===== src/rtl/box_bouncer_if.sv =====
// Control and adapter-side signals of box_bouncer.
// The master modport is the animator's view; slave is the board/adapter side.
interface box_bouncer_if #(
  parameter int unsigned X_W = 8,
  parameter int unsigned Y_W = 7
) ();
  logic           run;
  logic           pause;
  logic [2:0]     colour_in;
  logic [2:0]     speed_x;
  logic [2:0]     speed_y;
  logic           load;
  logic [X_W-1:0] load_x;
  logic [Y_W-1:0] load_y;
  logic [X_W-1:0] x_out;
  logic [Y_W-1:0] y_out;
  logic [2:0]     colour_out;
  logic           plot;
  logic           busy;
  logic           dir_right;
  logic           dir_down;
  logic           bounce_x;
  logic           bounce_y;

  modport master (
    input  run, pause, colour_in, speed_x, speed_y, load, load_x, load_y,
    output x_out, y_out, colour_out, plot, busy, dir_right, dir_down, bounce_x, bounce_y
  );

  modport slave (
    output run, pause, colour_in, speed_x, speed_y, load, load_x, load_y,
    input  x_out, y_out, colour_out, plot, busy, dir_right, dir_down, bounce_x, bounce_y
  );
endinterface


===== src/rtl/box_bouncer.sv =====
// Bouncing-rectangle animator: draw, wait a number of frame ticks, erase, move.
// Pixel outputs are registered and feed the VGA adapter's write port directly.
module box_bouncer #(
  parameter int unsigned SCR_W           = 160,
  parameter int unsigned SCR_H           = 120,
  parameter int unsigned BOX_W           = 4,
  parameter int unsigned BOX_H           = 4,
  parameter int unsigned X_W             = 8,
  parameter int unsigned Y_W             = 7,
  parameter int unsigned FRAME_TICKS     = 833333,
  parameter int unsigned FRAMES_PER_STEP = 15
) (
  input logic           clk,
  input logic           reset,
  box_bouncer_if.master bus
);
  localparam int unsigned CW = $clog2(BOX_W + 1);
  localparam int unsigned RW = $clog2(BOX_H + 1);
  localparam int unsigned TW = $clog2(FRAME_TICKS + 1);
  localparam int unsigned FW = $clog2(FRAMES_PER_STEP + 1);
  localparam logic [X_W:0] XMAX = (X_W + 1)'(SCR_W - BOX_W);
  localparam logic [Y_W:0] YMAX = (Y_W + 1)'(SCR_H - BOX_H);

  typedef enum logic [2:0] {StIdle, StDraw, StWait, StErase, StUpdate} state_e;

  state_e         state_q, state_d;
  logic [CW-1:0]  col_q;
  logic [RW-1:0]  row_q;
  logic [TW-1:0]  tick_q;
  logic [FW-1:0]  frame_q;
  logic [X_W-1:0] px_q, px_d, ld_x_q, ld_x_c;
  logic [Y_W-1:0] py_q, py_d, ld_y_q, ld_y_c;
  logic           dir_right_q, dir_right_d, dir_down_q, dir_down_d;
  logic           flip_x, flip_y, pend_q;
  logic [2:0]     colour_q, colour_out_q;
  logic [X_W-1:0] x_out_q;
  logic [Y_W-1:0] y_out_q;
  logic           plot_q, bounce_x_q, bounce_y_q;
  logic [X_W:0]   sx, x_sum;
  logic [Y_W:0]   sy, y_sum;
  logic           scan_last, tick_last, frame_last;

  assign scan_last  = (col_q == CW'(BOX_W - 1)) && (row_q == RW'(BOX_H - 1));
  assign tick_last  = (tick_q == TW'(FRAME_TICKS - 1));
  assign frame_last = (frame_q == FW'(FRAMES_PER_STEP - 1));

  always_ff @(posedge clk or posedge reset) begin
    if (reset) state_q <= StIdle;
    else       state_q <= state_d;
  end

  always_comb begin
    state_d = state_q;
    case (state_q)
      StIdle:   if (bus.run) state_d = StDraw;
      StDraw:   if (scan_last) state_d = StWait;
      StWait:   if (!bus.pause && tick_last && frame_last) state_d = StErase;
      StErase:  if (scan_last) state_d = StUpdate;
      StUpdate: state_d = bus.run ? StDraw : StIdle;
      default:  state_d = StIdle;
    endcase
  end

  // Motion rule; sums are one bit wider than the coordinates so they cannot wrap.
  always_comb begin
    sx          = (X_W + 1)'(bus.speed_x);
    sy          = (Y_W + 1)'(bus.speed_y);
    x_sum       = {1'b0, px_q} + sx;
    y_sum       = {1'b0, py_q} + sy;
    px_d        = px_q;
    py_d        = py_q;
    dir_right_d = dir_right_q;
    dir_down_d  = dir_down_q;
    flip_x      = 1'b0;
    flip_y      = 1'b0;
    if (sx != '0) begin
      if (dir_right_q) begin
        if (x_sum >= XMAX) begin
          px_d = XMAX[X_W-1:0]; dir_right_d = 1'b0; flip_x = 1'b1;
        end else begin
          px_d = x_sum[X_W-1:0];
        end
      end else if ({1'b0, px_q} <= sx) begin
        px_d = '0; dir_right_d = 1'b1; flip_x = 1'b1;
      end else begin
        px_d = px_q - sx[X_W-1:0];
      end
    end
    if (sy != '0) begin
      if (dir_down_q) begin
        if (y_sum >= YMAX) begin
          py_d = YMAX[Y_W-1:0]; dir_down_d = 1'b0; flip_y = 1'b1;
        end else begin
          py_d = y_sum[Y_W-1:0];
        end
      end else if ({1'b0, py_q} <= sy) begin
        py_d = '0; dir_down_d = 1'b1; flip_y = 1'b1;
      end else begin
        py_d = py_q - sy[Y_W-1:0];
      end
    end
  end

  assign ld_x_c = ({1'b0, bus.load_x} > XMAX) ? XMAX[X_W-1:0] : bus.load_x;
  assign ld_y_c = ({1'b0, bus.load_y} > YMAX) ? YMAX[Y_W-1:0] : bus.load_y;

  always_ff @(posedge clk or posedge reset) begin
    if (reset) begin
      col_q        <= '0;
      row_q        <= '0;
      tick_q       <= '0;
      frame_q      <= '0;
      px_q         <= XMAX[X_W-1:0];
      py_q         <= '0;
      dir_right_q  <= 1'b0;
      dir_down_q   <= 1'b1;
      pend_q       <= 1'b0;
      ld_x_q       <= '0;
      ld_y_q       <= '0;
      colour_q     <= '0;
      x_out_q      <= '0;
      y_out_q      <= '0;
      colour_out_q <= '0;
      plot_q       <= 1'b0;
      bounce_x_q   <= 1'b0;
      bounce_y_q   <= 1'b0;
    end else begin
      plot_q     <= 1'b0;
      bounce_x_q <= 1'b0;
      bounce_y_q <= 1'b0;
      case (state_q)
        StIdle: if (bus.run) colour_q <= bus.colour_in;
        StDraw, StErase: begin
          plot_q       <= 1'b1;
          x_out_q      <= px_q + X_W'(col_q);
          y_out_q      <= py_q + Y_W'(row_q);
          colour_out_q <= (state_q == StDraw) ? colour_q : 3'd0;
          if (col_q == CW'(BOX_W - 1)) begin
            col_q <= '0;
            row_q <= scan_last ? '0 : row_q + RW'(1);
          end else begin
            col_q <= col_q + CW'(1);
          end
          if (scan_last) begin
            tick_q  <= '0;
            frame_q <= '0;
          end
        end
        StWait: if (!bus.pause) begin
          if (tick_last) begin
            tick_q  <= '0;
            frame_q <= frame_last ? '0 : frame_q + FW'(1);
          end else begin
            tick_q <= tick_q + TW'(1);
          end
        end
        StUpdate: begin
          if (pend_q) begin
            px_q   <= ld_x_q;
            py_q   <= ld_y_q;
            pend_q <= 1'b0;
          end else begin
            px_q        <= px_d;
            py_q        <= py_d;
            dir_right_q <= dir_right_d;
            dir_down_q  <= dir_down_d;
            bounce_x_q  <= flip_x;
            bounce_y_q  <= flip_y;
          end
          if (bus.run) colour_q <= bus.colour_in;
        end
        default: ;
      endcase
      // Placed after UPDATE so a coincident pulse survives for the next step.
      if (bus.load) begin
        pend_q <= 1'b1;
        ld_x_q <= ld_x_c;
        ld_y_q <= ld_y_c;
      end
    end
  end

  assign bus.x_out      = x_out_q;
  assign bus.y_out      = y_out_q;
  assign bus.colour_out = colour_out_q;
  assign bus.plot       = plot_q;
  assign bus.busy       = (state_q != StIdle);
  assign bus.dir_right  = dir_right_q;
  assign bus.dir_down   = dir_down_q;
  assign bus.bounce_x   = bounce_x_q;
  assign bus.bounce_y   = bounce_y_q;
endmodule


===== src/flat_wrapper.sv =====
// flat-port wrapper written by rule: the top's interface ports become plain ports
module box_bouncer_flat 
#(
  parameter int unsigned SCR_W           = 160,
  parameter int unsigned SCR_H           = 120,
  parameter int unsigned BOX_W           = 4,
  parameter int unsigned BOX_H           = 4,
  parameter int unsigned X_W             = 8,
  parameter int unsigned Y_W             = 7,
  parameter int unsigned FRAME_TICKS     = 833333,
  parameter int unsigned FRAMES_PER_STEP = 15
)
  (clk, reset, bus_run, bus_pause, bus_colour_in, bus_speed_x, bus_speed_y, bus_load, bus_load_x, bus_load_y, bus_x_out, bus_y_out, bus_colour_out, bus_plot, bus_busy, bus_dir_right, bus_dir_down, bus_bounce_x, bus_bounce_y);
  box_bouncer_if #(.X_W(X_W), .Y_W(Y_W)) bus_i ();
  input logic clk;
  input logic reset;
  input wire logic [$bits(bus_i.run)-1:0] bus_run;
  input wire logic [$bits(bus_i.pause)-1:0] bus_pause;
  input wire logic [$bits(bus_i.colour_in)-1:0] bus_colour_in;
  input wire logic [$bits(bus_i.speed_x)-1:0] bus_speed_x;
  input wire logic [$bits(bus_i.speed_y)-1:0] bus_speed_y;
  input wire logic [$bits(bus_i.load)-1:0] bus_load;
  input wire logic [$bits(bus_i.load_x)-1:0] bus_load_x;
  input wire logic [$bits(bus_i.load_y)-1:0] bus_load_y;
  output wire logic [$bits(bus_i.x_out)-1:0] bus_x_out;
  output wire logic [$bits(bus_i.y_out)-1:0] bus_y_out;
  output wire logic [$bits(bus_i.colour_out)-1:0] bus_colour_out;
  output wire logic [$bits(bus_i.plot)-1:0] bus_plot;
  output wire logic [$bits(bus_i.busy)-1:0] bus_busy;
  output wire logic [$bits(bus_i.dir_right)-1:0] bus_dir_right;
  output wire logic [$bits(bus_i.dir_down)-1:0] bus_dir_down;
  output wire logic [$bits(bus_i.bounce_x)-1:0] bus_bounce_x;
  output wire logic [$bits(bus_i.bounce_y)-1:0] bus_bounce_y;
  assign bus_i.run = bus_run;
  assign bus_i.pause = bus_pause;
  assign bus_i.colour_in = bus_colour_in;
  assign bus_i.speed_x = bus_speed_x;
  assign bus_i.speed_y = bus_speed_y;
  assign bus_i.load = bus_load;
  assign bus_i.load_x = bus_load_x;
  assign bus_i.load_y = bus_load_y;
  assign bus_x_out = bus_i.x_out;
  assign bus_y_out = bus_i.y_out;
  assign bus_colour_out = bus_i.colour_out;
  assign bus_plot = bus_i.plot;
  assign bus_busy = bus_i.busy;
  assign bus_dir_right = bus_i.dir_right;
  assign bus_dir_down = bus_i.dir_down;
  assign bus_bounce_x = bus_i.bounce_x;
  assign bus_bounce_y = bus_i.bounce_y;
  box_bouncer #(.SCR_W(SCR_W), .SCR_H(SCR_H), .BOX_W(BOX_W), .BOX_H(BOX_H), .X_W(X_W), .Y_W(Y_W), .FRAME_TICKS(FRAME_TICKS), .FRAMES_PER_STEP(FRAMES_PER_STEP)) u_core (.clk(clk), .reset(reset), .bus(bus_i));
endmodule

===== config.mk =====
export PLATFORM = sky130hd
export DESIGN_NAME = box_bouncer_flat
export DESIGN_NICKNAME = d
export VERILOG_FILES = /design/src/rtl/box_bouncer_if.sv /design/src/rtl/box_bouncer.sv /design/src/flat_wrapper.sv
export SDC_FILE = /design/constraint.sdc
export NUM_CORES = 1
export LEC_CHECK = 0
export CORE_MARGIN = 5
export CORE_UTILIZATION = 30
export DETAILED_ROUTE_END_ITERATION = 7
export PLACE_DENSITY = 0.55
export REMOVE_ABC_BUFFERS = 1
export SYNTH_ARGS = -nofsm -noshare
export SYNTH_HDL_FRONTEND = slang
export SYNTH_SLANG_ARGS = --single-unit
export TNS_END_PERCENT = 10

===== constraint.sdc =====
create_clock -name clk -period 8.4 [get_ports clk]
set_input_delay 1.26 -clock clk [delete_from_list [all_inputs] [get_ports clk]]
set_output_delay 1.26 -clock clk [all_outputs]
set_load 0.02 [all_outputs]

* After elaboration in Yosys (flattened, before gate mapping)
Index checks and enable logic that the tools add are counted.
** Storage, ports and cells
- Bits in registers :: 90
- Bits in latches :: 0
- Memory bits (writable) :: 0
- ROM bits :: 0
- Bits of input ports :: 29
- Output and inout port bits :: 24
- Word-level logic and storage cells :: 123
- Memories :: 0
** Cells by class
- Add/sub/neg operators :: 10
- $mul :: 0
- Div/mod/pow operators :: 0
- Order comparisons :: 6
- Equality and inequality tests :: 15
- Shift operators :: 0
- Muxes and demuxes :: 49
- Bitwise logic cells :: 1
- Reduce and logical (&&, ||, !) cells :: 23
** Operators by type and width (number)
- 2-to-1 mux 20 bit :: 3
- 2-to-1 mux 8 bit :: 6
- 2-to-1 mux 7 bit :: 6
- case mux 20 bit (2 select lines) :: 1
- 2-to-1 mux 3 bit :: 7
- adder 20 x 1 -> 20 bit (second input constant) :: 1
- == test 20 bit (second input constant) :: 1
- 2-to-1 mux 1 bit :: 20
- 2-to-1 mux 4 bit :: 4
- case mux 3 bit (5 select lines) :: 1
- == test 3 x 2 -> 1 bit (second input constant) :: 4
- != test 2 x 1 -> 1 bit (second input constant) :: 5
- adder 8 x 3 -> 9 bit :: 1
- >= comparator 9 x 8 -> 1 bit (second input constant) :: 1
- AND reduction 3 bit :: 3
- nonzero test 3 bit :: 3
- adder 7 x 3 -> 8 bit :: 1
- adder 8 x 3 -> 8 bit :: 1
- >= comparator 8 x 7 -> 1 bit (second input constant) :: 1
- > comparator 8 bit (second input constant) :: 1
- <= comparator 8 x 3 -> 1 bit :: 1
- case mux 4 bit (2 select lines) :: 1
- AND reduction 2 bit :: 4
- AND reduction 4 bit :: 2
- other kinds (17) :: 25

* Depth between registers and ports, before layout
Gate-level depths: netlist of the first run.
- Word-level depth :: 7
- Depth in mapped cells :: 10
- Mapped depth without buffers :: 10

* Worst setup path before layout of the first run
No wires, ideal clock.
- Kind :: input-to-reg
- Start point :: input port bus_speed_y[2]
- End point :: register u_core.py_q[0]
- Library setup time :: 133 ps
- Data arrival time :: 3147 ps
- Required time :: 8267 ps
- Slack :: 5120 ps
- Stages on the path :: 9
- Buffers on the path :: 1
- Cell sequence :: inv_1 > ha_1 > clkbuf_1 > nor3b_1 > or4_1 > and4_1 > or2_1 > a31oi_1 > o41ai_1
** Between the ends
- Word-level cells in the longest chain between the ends :: 6
- Elaborated cells on any way between the ends :: 11
- Those cells by class :: add/sub (1); order compare (2); mux (5); reduce/logical (3)
** RTL lines
- from (decl) :: line flat_wrapper.sv:21 : input wire logic [$bits(bus_i.speed_y)-1:0] bus_speed_y;
- adder 7 x 3 -> 8 bit :: line box_bouncer.sv:69 : y_sum = {1'b0, py_q} + sy;
- >= comparator 8 x 7 -> 1 bit :: line box_bouncer.sv:91 : if (y_sum >= YMAX) begin
- 2-to-1 mux 7 bit :: line box_bouncer.sv:91
- 2-to-1 mux 7 bit :: line box_bouncer.sv:90 : if (dir_down_q) begin
- 2-to-1 mux 7 bit :: line box_bouncer.sv:89 : if (sy != '0) begin
- 2-to-1 mux 7 bit :: line box_bouncer.sv:158 : if (pend_q) begin
- to (signal assigned) :: line box_bouncer.sv:160 : py_q <= ld_y_q;
- to (signal assigned) :: line box_bouncer.sv:164 : py_q <= py_d;
- to (decl) :: line box_bouncer.sv:32 : logic [Y_W-1:0] py_q, py_d, ld_y_q, ld_y_c;
Parallel ways exist; a longest one is shown, timed or not. The select of a mux whose other input is x is not followed.
A chain may end at the register's enable or synchronous reset.

* Worst setup path after layout of the first run
- Start point :: input port bus_speed_x[2]
- End point :: register u_core.bounce_x_q (netlist: u_core.bus.bounce_x)
** Between the ends
- Word-level cells in the longest chain between the ends :: 7
- Elaborated cells on any way between the ends :: 10
- Those cells by class :: add/sub (1); order compare (2); mux (6); reduce/logical (1)
** RTL lines
- from (decl) :: line flat_wrapper.sv:20 : input wire logic [$bits(bus_i.speed_x)-1:0] bus_speed_x;
- adder 8 x 3 -> 9 bit :: line box_bouncer.sv:68 : x_sum = {1'b0, px_q} + sx;
- >= comparator 9 x 8 -> 1 bit :: line box_bouncer.sv:78 : if (x_sum >= XMAX) begin
- 2-to-1 mux 1 bit :: line box_bouncer.sv:78
- 2-to-1 mux 1 bit :: line box_bouncer.sv:77 : if (dir_right_q) begin
- 2-to-1 mux 1 bit (*) :: line box_bouncer.sv:76 : if (sx != '0) begin
- 2-to-1 mux 1 bit (*) :: line box_bouncer.sv:158
- 2-to-1 mux 1 bit (*) :: line box_bouncer.sv:131 : case (state_q)
- to (signal assigned) :: line box_bouncer.sv:167 : bounce_x_q <= flip_x;
- to (decl) :: line box_bouncer.sv:38 : logic plot_q, bounce_x_q, bounce_y_q;
Every way passes the cells marked *; elsewhere a longest branch is shown, timed or not.

==> impl_metrics.py, run 1 <==
metrics = {
    "timing": {
        "hold_viol_final": 0,
        "fin_crit_sh_pct": 46.4,
        "final.setup.tns_ns": 0,
        "worst_pin_slew_ns": 1.14,
        "final_max_slew_viol_count": 0,
        "rsz0062_at_grt": "false",
        "skew_ns": 0.00810,
        "relSlewSlack_pct": 24.3,
        "min_period_ns": 3.89,
        "setup_viol": 0,
        "fmax_mhz": 257,
        "fin_ws_ns": 4.51,
    },
    "cells_and_area": {
        "drive_gt1_share_pct": 6.34,
        "area_growth_pct": 18.0,
        "antennaDiodeCount": 0,
        "layout_common_cells": "dfrtp_1, nand2_1, clkdlybuf4s50_1",
        "nets": 702,
        "stdcell_area_sq_um": 6480,
        "fillers": 1807,
        "layout_commonest_cell": "dfrtp_1",
        "fin_util_pct": 36.1,
    },
    "synthesis": {
        "synth_top_area_share_pct": 38.8,
        "synth_warnings": 0,
        "syn_area_sq_um": 5490,
        "synth-seq-cells": 90,
        "syn_area_per_cell_sq_um": 9.03,
        "yosys.area.top_type": "dfrtp_1",
        "synth_cell_types": 67,
        "seq_area_frac_synth_pct": 41.2,
        "async_flop_share_pct": 100,
        "synth_cells": 608,
        "synth_top_flop_cell": "dfrtp_1",
        "synth_edf_count": 0,
        "yosys-top-cells-area": "dfrtp_1, ha_1, nand2_1",
    },
    "floorplan": {
        "initial_core_util_pct": 30.5,
        "row_count": 49,
        "dieHeight_microns": 145,
        "die-area_sq_um": 21100,
        "die_w_microns": 145,
        "core-area_sq_um": 18000,
        "ios": 53,
    },
    "cts": {
        "numCtsBuffers": 9,
        "post_cts_buffers": 0,
        "cts_resized": 0,
        "cts_htree_levels": 3,
        "cts_tree": "built",
        "cts-root-buf": "clkbuf_16",
        "cts_sinks": 90,
        "clkTransAtPathRegs_ns": 0.07,
        "cts_buffer_depth": 2,
        "holdBufCountCts": 0,
        "clock_latency_ns": 0.34,
    },
    "power": {
        "pwr-share-clk_pct": 23.3,
        "p_switching_uw": 659,
        "p_int_mw": 1.02,
        "power.density_nw_per_um2": 259,
        "p_sw_share_pct": 39.3,
        "seqPwrFrac_pct": 41.7,
        "peakVddDrop_v": 0.000140,
        "leakage_nw": 2.67,
        "pwr-share-comb_pct": 35.0,
    },
    "route": {
        "dr.pass1.iters": 7,
        "drc": 0,
        "vias": 4636,
        "drt-initial-drc-count": 493,
        "postRouteAntennaNets": 0,
        "wire_per_inst_microns": 15.9,
        "routed_wl_microns": 13900,
        "viasPerCell": 5.29,
    },
    "job": {
        "drv_cap": 0,
    },
    "critical_path": {
        "path_cells": "clkdlybuf4s50_1 > inv_1 > ha_1 > inv_1 > a221oi_1 > nor4_1 > o22ai_1 > nand2_1 > and3_1",
        "critPathBufInv": 3,
        "r2r-end": "u_core.frame_q[3]",
        "crit_required_ns": 8.64,
        "path_common_cell": "inv_1",
        "r2r_slack_ns": 5.24,
        "crit_start": "bus_speed_x[2]",
        "slowest_stage": "a221oi_1",
        "cp-start-kind": "input pin",
        "cp_num_cells": 9,
        "path_class": "input pin to flop",
        "r2r_start": "u_core.row_q[0]",
        "reg2regPathDepth": 7,
        "cp-end-kind": "flop",
        "cp.arrival_ns": 4.13,
        "slowest_delay_ns": 0.83,
        "critical_path.max_fanout": 9,
        "cp_top_family": "compound AO/OA/AOI/OAI gates",
        "crit_end": "u_core.bus.bounce_x",
    },
    "min_path": {
        "min_from": "u_core.bus.colour_out[1]",
        "min_path_type": "flop to flop",
    },
    "global_routing": {
        "grt-ovfl-total": 0,
        "grtUsageTotal_pct": 13.2,
        "antenna_found_initial": 0,
        "first_global_vias": 4596,
        "grt_pass1_wl_microns": 23600,
        "grt_max_degree": 85,
    },
    "place": {
        "port-buffer-count": 52,
        "dp_hpwl_microns": 10200,
        "placed_area_sq_um": 6190,
        "gp_congestion": 0.838,
        "dp_slack_ns": 4.17,
    },
    "outcome": {
        "status": "finished clean",
    },
}
==> cell families after synthesis <==
logic type / count (synthesis) / synth area share (%)
AO/OA/AOI/OAI: 163 / 19.7
adder cells (fa/ha/maj): 31 / 7.89
multiplexers: 10 / 2.03
flip-flops: 90 / 41.2
XOR/XNOR: 25 / 3.99
buffers and inverters: 64 / 4.42
AND/OR/NAND/NOR: 225 / 20.8
==> worst min-delay path by stage <==
| stage | end | slack (ns) | cells past startpoint |
|---|---|---|---|
| 6_report | u_core.bus.colour_out[1] | 0.48 | 2 |
| 2_1_floorplan | u_core.tick_q[5] | 0.45 | 1 |
| 5_1_grt | u_core.bus.y_out[1] | 0.51 | 2 |
| 3_5_place_dp | u_core.bus.colour_out[1] | 0.46 | 2 |
| 3_3_place_gp | u_core.bus.y_out[6] | 0.47 | 2 |
| 4_1_cts | u_core.bus.colour_out[1] | 0.48 | 2 |
==> per-stage QoR <==
| step | instances | total power [mW] | hold WS [ns] |
|---|---|---|---|
| after global placement | 860 | 1.28 | 0.467 |
| after floorplan | 578 | 1.05 | 0.446 |
| after CTS | 876 | 1.70 | 0.479 |
| after global routing | 876 | 1.80 | 0.512 |
| after detailed placement | 860 | 1.30 | 0.462 |
| final | 876 | 1.68 | 0.476 |
==> cell usage after synthesis (5+ instances only) <==
cell / instances
xor2_1: 17
nand2_1: 76
nor2b_1: 8
fa_1: 6
o21ai_0: 50
and3_1: 10
dfstp_2: 5
nor4_1: 7
nor3b_1: 5
mux2_2: 9
dfrtp_1: 85
nor2_1: 35
nand3b_1: 6
clkbuf_1: 27
xnor2_1: 8
and2_1: 6
a21oi_1: 24
nor3_1: 11
nand4_1: 7
nand2b_1: 8
nand3_1: 18
ha_1: 25
a31oi_1: 6
a221oi_1: 6
a21o_1: 8
or3_1: 11
o31ai_1: 11
inv_1: 34
o22ai_1: 10
o21a_1: 6
==> power groups by stage <==
| stage | clock [mW] | sequential [mW] | combinational [mW] |
|---|---|---|---|
| 2_1_floorplan | 0 | 0.704 | 0.346 |
| 3_3_place_gp | 0 | 0.700 | 0.580 |
| 3_5_place_dp | 0 | 0.704 | 0.592 |
| 4_1_cts | 0.403 | 0.698 | 0.594 |
| 5_1_grt | 0.420 | 0.721 | 0.663 |
| 6_report | 0.391 | 0.699 | 0.587 |
==> metal layers <==
layer	routed length [microns]	track usage, %	up-vias	part of all wire (%)
met5	0	0	-	0
met4	123	3.78	0	0.88
met3	474	2.28	10	3.4
met2	6420	20.2	108	46
met1	6920	19.3	2259	50
li1	-	-	2259	-
==> final cells by class <==
class | count | area [sq um] | area share [%]
inverters | 34 | 129 | 1.99
clock buffers | 9 | 225 | 3.48
clock inverters | 7 | 63.8 | 0.985
flip-flops and latches | 90 | 2260 | 34.9
well taps | 229 | 287 | 4.42
repair buffers | 53 | 528 | 8.15
multi-input cells | 454 | 2990 | 46.1
==> tightest hold or removal path, stage by stage (launching register included) <==
cell and delay (ns):
dfrtp_1 0.35, nand2_1 0.05, nand2_1 0.05
==> sequential cells by signal, indices dropped and copies added, names as in the netlist, 3 cells and up <==
register               cells
u_core.state_q             3
u_core.px_q                8
u_core.bus.y_out           7
u_core.py_q                7
u_core.row_q               3
u_core.bus.colour_out      3
u_core.bus.x_out           8
u_core.ld_y_q              7
u_core.tick_q             20
u_core.col_q               3
u_core.ld_x_q              8
u_core.frame_q             4
u_core.colour_q            3
(Power assumes the default switching activity.)
==> run 2: changes to the inputs <==
--- a/config.mk
+++ b/config.mk
@@ -8,7 +8,7 @@
 export CORE_MARGIN = 5
 export CORE_UTILIZATION = 30
 export DETAILED_ROUTE_END_ITERATION = 7
-export PLACE_DENSITY = 0.55
+export PLACE_DENSITY = 0.57
 export REMOVE_ABC_BUFFERS = 1
 export SYNTH_ARGS = -nofsm -noshare
 export SYNTH_HDL_FRONTEND = slang
==> constraint.sdc (replaced) <==
create_clock -name clk -period 3.43 [get_ports clk]
set_input_delay 0.5145 -clock clk [delete_from_list [all_inputs] [get_ports clk]]
set_output_delay 0.5145 -clock clk [all_outputs]
set_load 0.02 [all_outputs]
==> run 2 against run 1 <==
Critical path depth unchanged. Critical path type unchanged. Largest cell class unchanged. Via count increased by 0.58%. Flip-flop and latch count did not move. Count of clock-buffer cells in the layout rose by 3. Sequential power rose by 140%. Die area unchanged. Clock skew shrank 0.0026 ns. Utilization increased by 0.95 points. Cell area up 2.6%.
==> impl_metrics.py, run 2 (synthesis gave the netlist of run 1 again) <==
metrics = {
    "floorplan": {
        "initial_core_util_pct": 30.5,
        "dieHeight_microns": 145,
        "die_w_microns": 145,
        "ios": 53,
        "die-area_sq_um": 21100,
        "row_count": 49,
        "core-area_sq_um": 18000,
    },
    "cts": {
        "cts_resized": 0,
        "cts_sinks": 90,
        "cts-root-buf": "clkbuf_16",
        "cts_tree": "built",
        "cts_htree_levels": 3,
        "clock_latency_ns": 0.35,
        "post_cts_buffers": 0,
        "holdBufCountCts": 0,
        "numCtsBuffers": 9,
        "cts_buffer_depth": 2,
        "clkTransAtPathRegs_ns": 0.06,
    },
    "critical_path": {
        "path_cells": "clkdlybuf4s50_1 > inv_1 > ha_1 > nor3b_1 > or4_1 > and4_1 > o21ai_0 > a221oi_1 > nor3_1",
        "crit_required_ns": 3.70,
        "critical_path.max_fanout": 11,
        "cp-start-kind": "input pin",
        "reg2regPathDepth": 7,
        "cp-end-kind": "flop",
        "slowest_stage": "clkdlybuf4s50_1",
        "path_class": "input pin to flop",
        "critPathBufInv": 2,
        "cp_num_cells": 9,
        "slowest_delay_ns": 0.52,
        "cp_top_family": "simple AND/OR/NAND/NOR gates",
        "cp.arrival_ns": 3.12,
    },
    "cells_and_area": {
        "fillers": 1806,
        "layout_commonest_cell": "dfrtp_1",
        "layout_common_cells": "dfrtp_1, nand2_1, clkdlybuf4s50_1",
        "fin_util_pct": 37.0,
        "nets": 710,
        "drive_gt1_share_pct": 7.48,
        "area_growth_pct": 21.1,
        "top_register": "u_core.tick_q",
        "antennaDiodeCount": 0,
        "largest_register_ffs": 20,
        "stdcell_count": 884,
    },
    "timing": {
        "relSlewSlack_pct": 41.0,
        "setup_viol": 0,
        "hold_viol_final": 0,
        "fin_ws_ns": 0.576,
        "skew_ns": 0.00547,
        "fmax_mhz": 350,
        "rsz0062_at_grt": "false",
        "final_max_slew_viol_count": 0,
        "min_period_ns": 2.85,
        "fin_crit_sh_pct": 83.2,
        "final.setup.tns_ns": 0,
        "worst_pin_slew_ns": 0.882,
    },
    "route": {
        "postRouteAntennaNets": 0,
        "drt-initial-drc-count": 378,
        "vias": 4663,
        "routed_wl_microns": 14200,
        "drc": 0,
        "wire_per_inst_microns": 16.1,
        "dr.pass1.iters": 5,
        "viasPerCell": 5.27,
    },
    "place": {
        "gp_congestion": 0.937,
        "dp_slack_ns": 0.269,
        "port-buffer-count": 52,
        "dp_hpwl_microns": 10500,
        "dp_cells": 868,
    },
    "global_routing": {
        "antenna_found_initial": 0,
        "grt-ovfl-total": 0,
        "first_global_vias": 4686,
        "grt_max_degree": 42,
        "grt_pass1_wl_microns": 24000,
        "grtUsageTotal_pct": 13.6,
    },
    "job": {
        "drv_cap": 0,
    },
    "outcome": {
        "status": "finished clean",
    },
    "power": {
        "power.density_nw_per_um2": 667,
        "peakVddDrop_v": 0.000295,
        "leakage_nw": 2.76,
    },
    "min_path": {
        "whs_path_depth": 2,
        "min_path_type": "flop to flop",
    },
}
## run 2: cell count changes in the layout (fill, tap and decap cells not counted), sizes merged
cell      change
buf           +8
bufinv        +4
clkbuf        +3
clkinv        -4
clkinvlp      -1
inv           -2
## run 2: worst register-to-register path, stage by stage, from the launching register on
cell and delay, ns:
dfrtp_1 0.45, ha_1 0.52, nor3b_1 0.17, or4_1 0.52, and4_1 0.21, o21ai_0 0.34, a221oi_1 0.17, nor3_1 0.14
## run 2: cell type report
class                           instances  area [sq um]  share of cell area (%)
Timing Repair Buffer                   61           601                    9.03
Clock buffer                           12           267                    4.01
Clock inverter                          4           120                    1.81
Sequential cell                        90          2260                    34.0
Multi-Input combinational cell        454          2990                    44.9
Tap cell                              229           287                    4.31
Inverter                               34           129                    1.94
## run 2: worst paths after layout
kind                                          start                        to  slack (ns)
max in group asynchronous                     reset            u_core.py_q[1]        2.22
min in group asynchronous                     reset       u_core.bus.x_out[3]        0.53
hold / removal             u_core.bus.colour_out[1]  u_core.bus.colour_out[1]        0.47
hold reg to reg            u_core.bus.colour_out[1]  u_core.bus.colour_out[1]        0.47
setup reg to reg                     u_core.py_q[2]            u_core.py_q[2]        0.84
setup / recovery                     bus_speed_y[2]            u_core.py_q[2]        0.58
## run 2: stage by stage
stage	area (sq um)	hold slack (ns)	total power, mW
floorplan	5370	0.446	2.57
finish	6650	0.471	4.44
detailed placement	6260	0.459	3.19
CTS	6650	0.474	4.49
global route	6650	0.499	4.74
global placement	6260	0.454	3.16
## run 2: metal layers
metal	part of all wire [%]	wire (microns)	track usage, %
met1	46	6610	18.4
met2	46	6590	21.4
met3	4.3	605	2.25
met4	2.9	416	6.44
met5	0	0	0
## run 2: where the power goes
group	total [mW]	internal (mW)	switching, mW
Combinational	1.47	0.643	0.826
Sequential	1.70	1.36	0.333
Clock	1.27	0.846	0.423
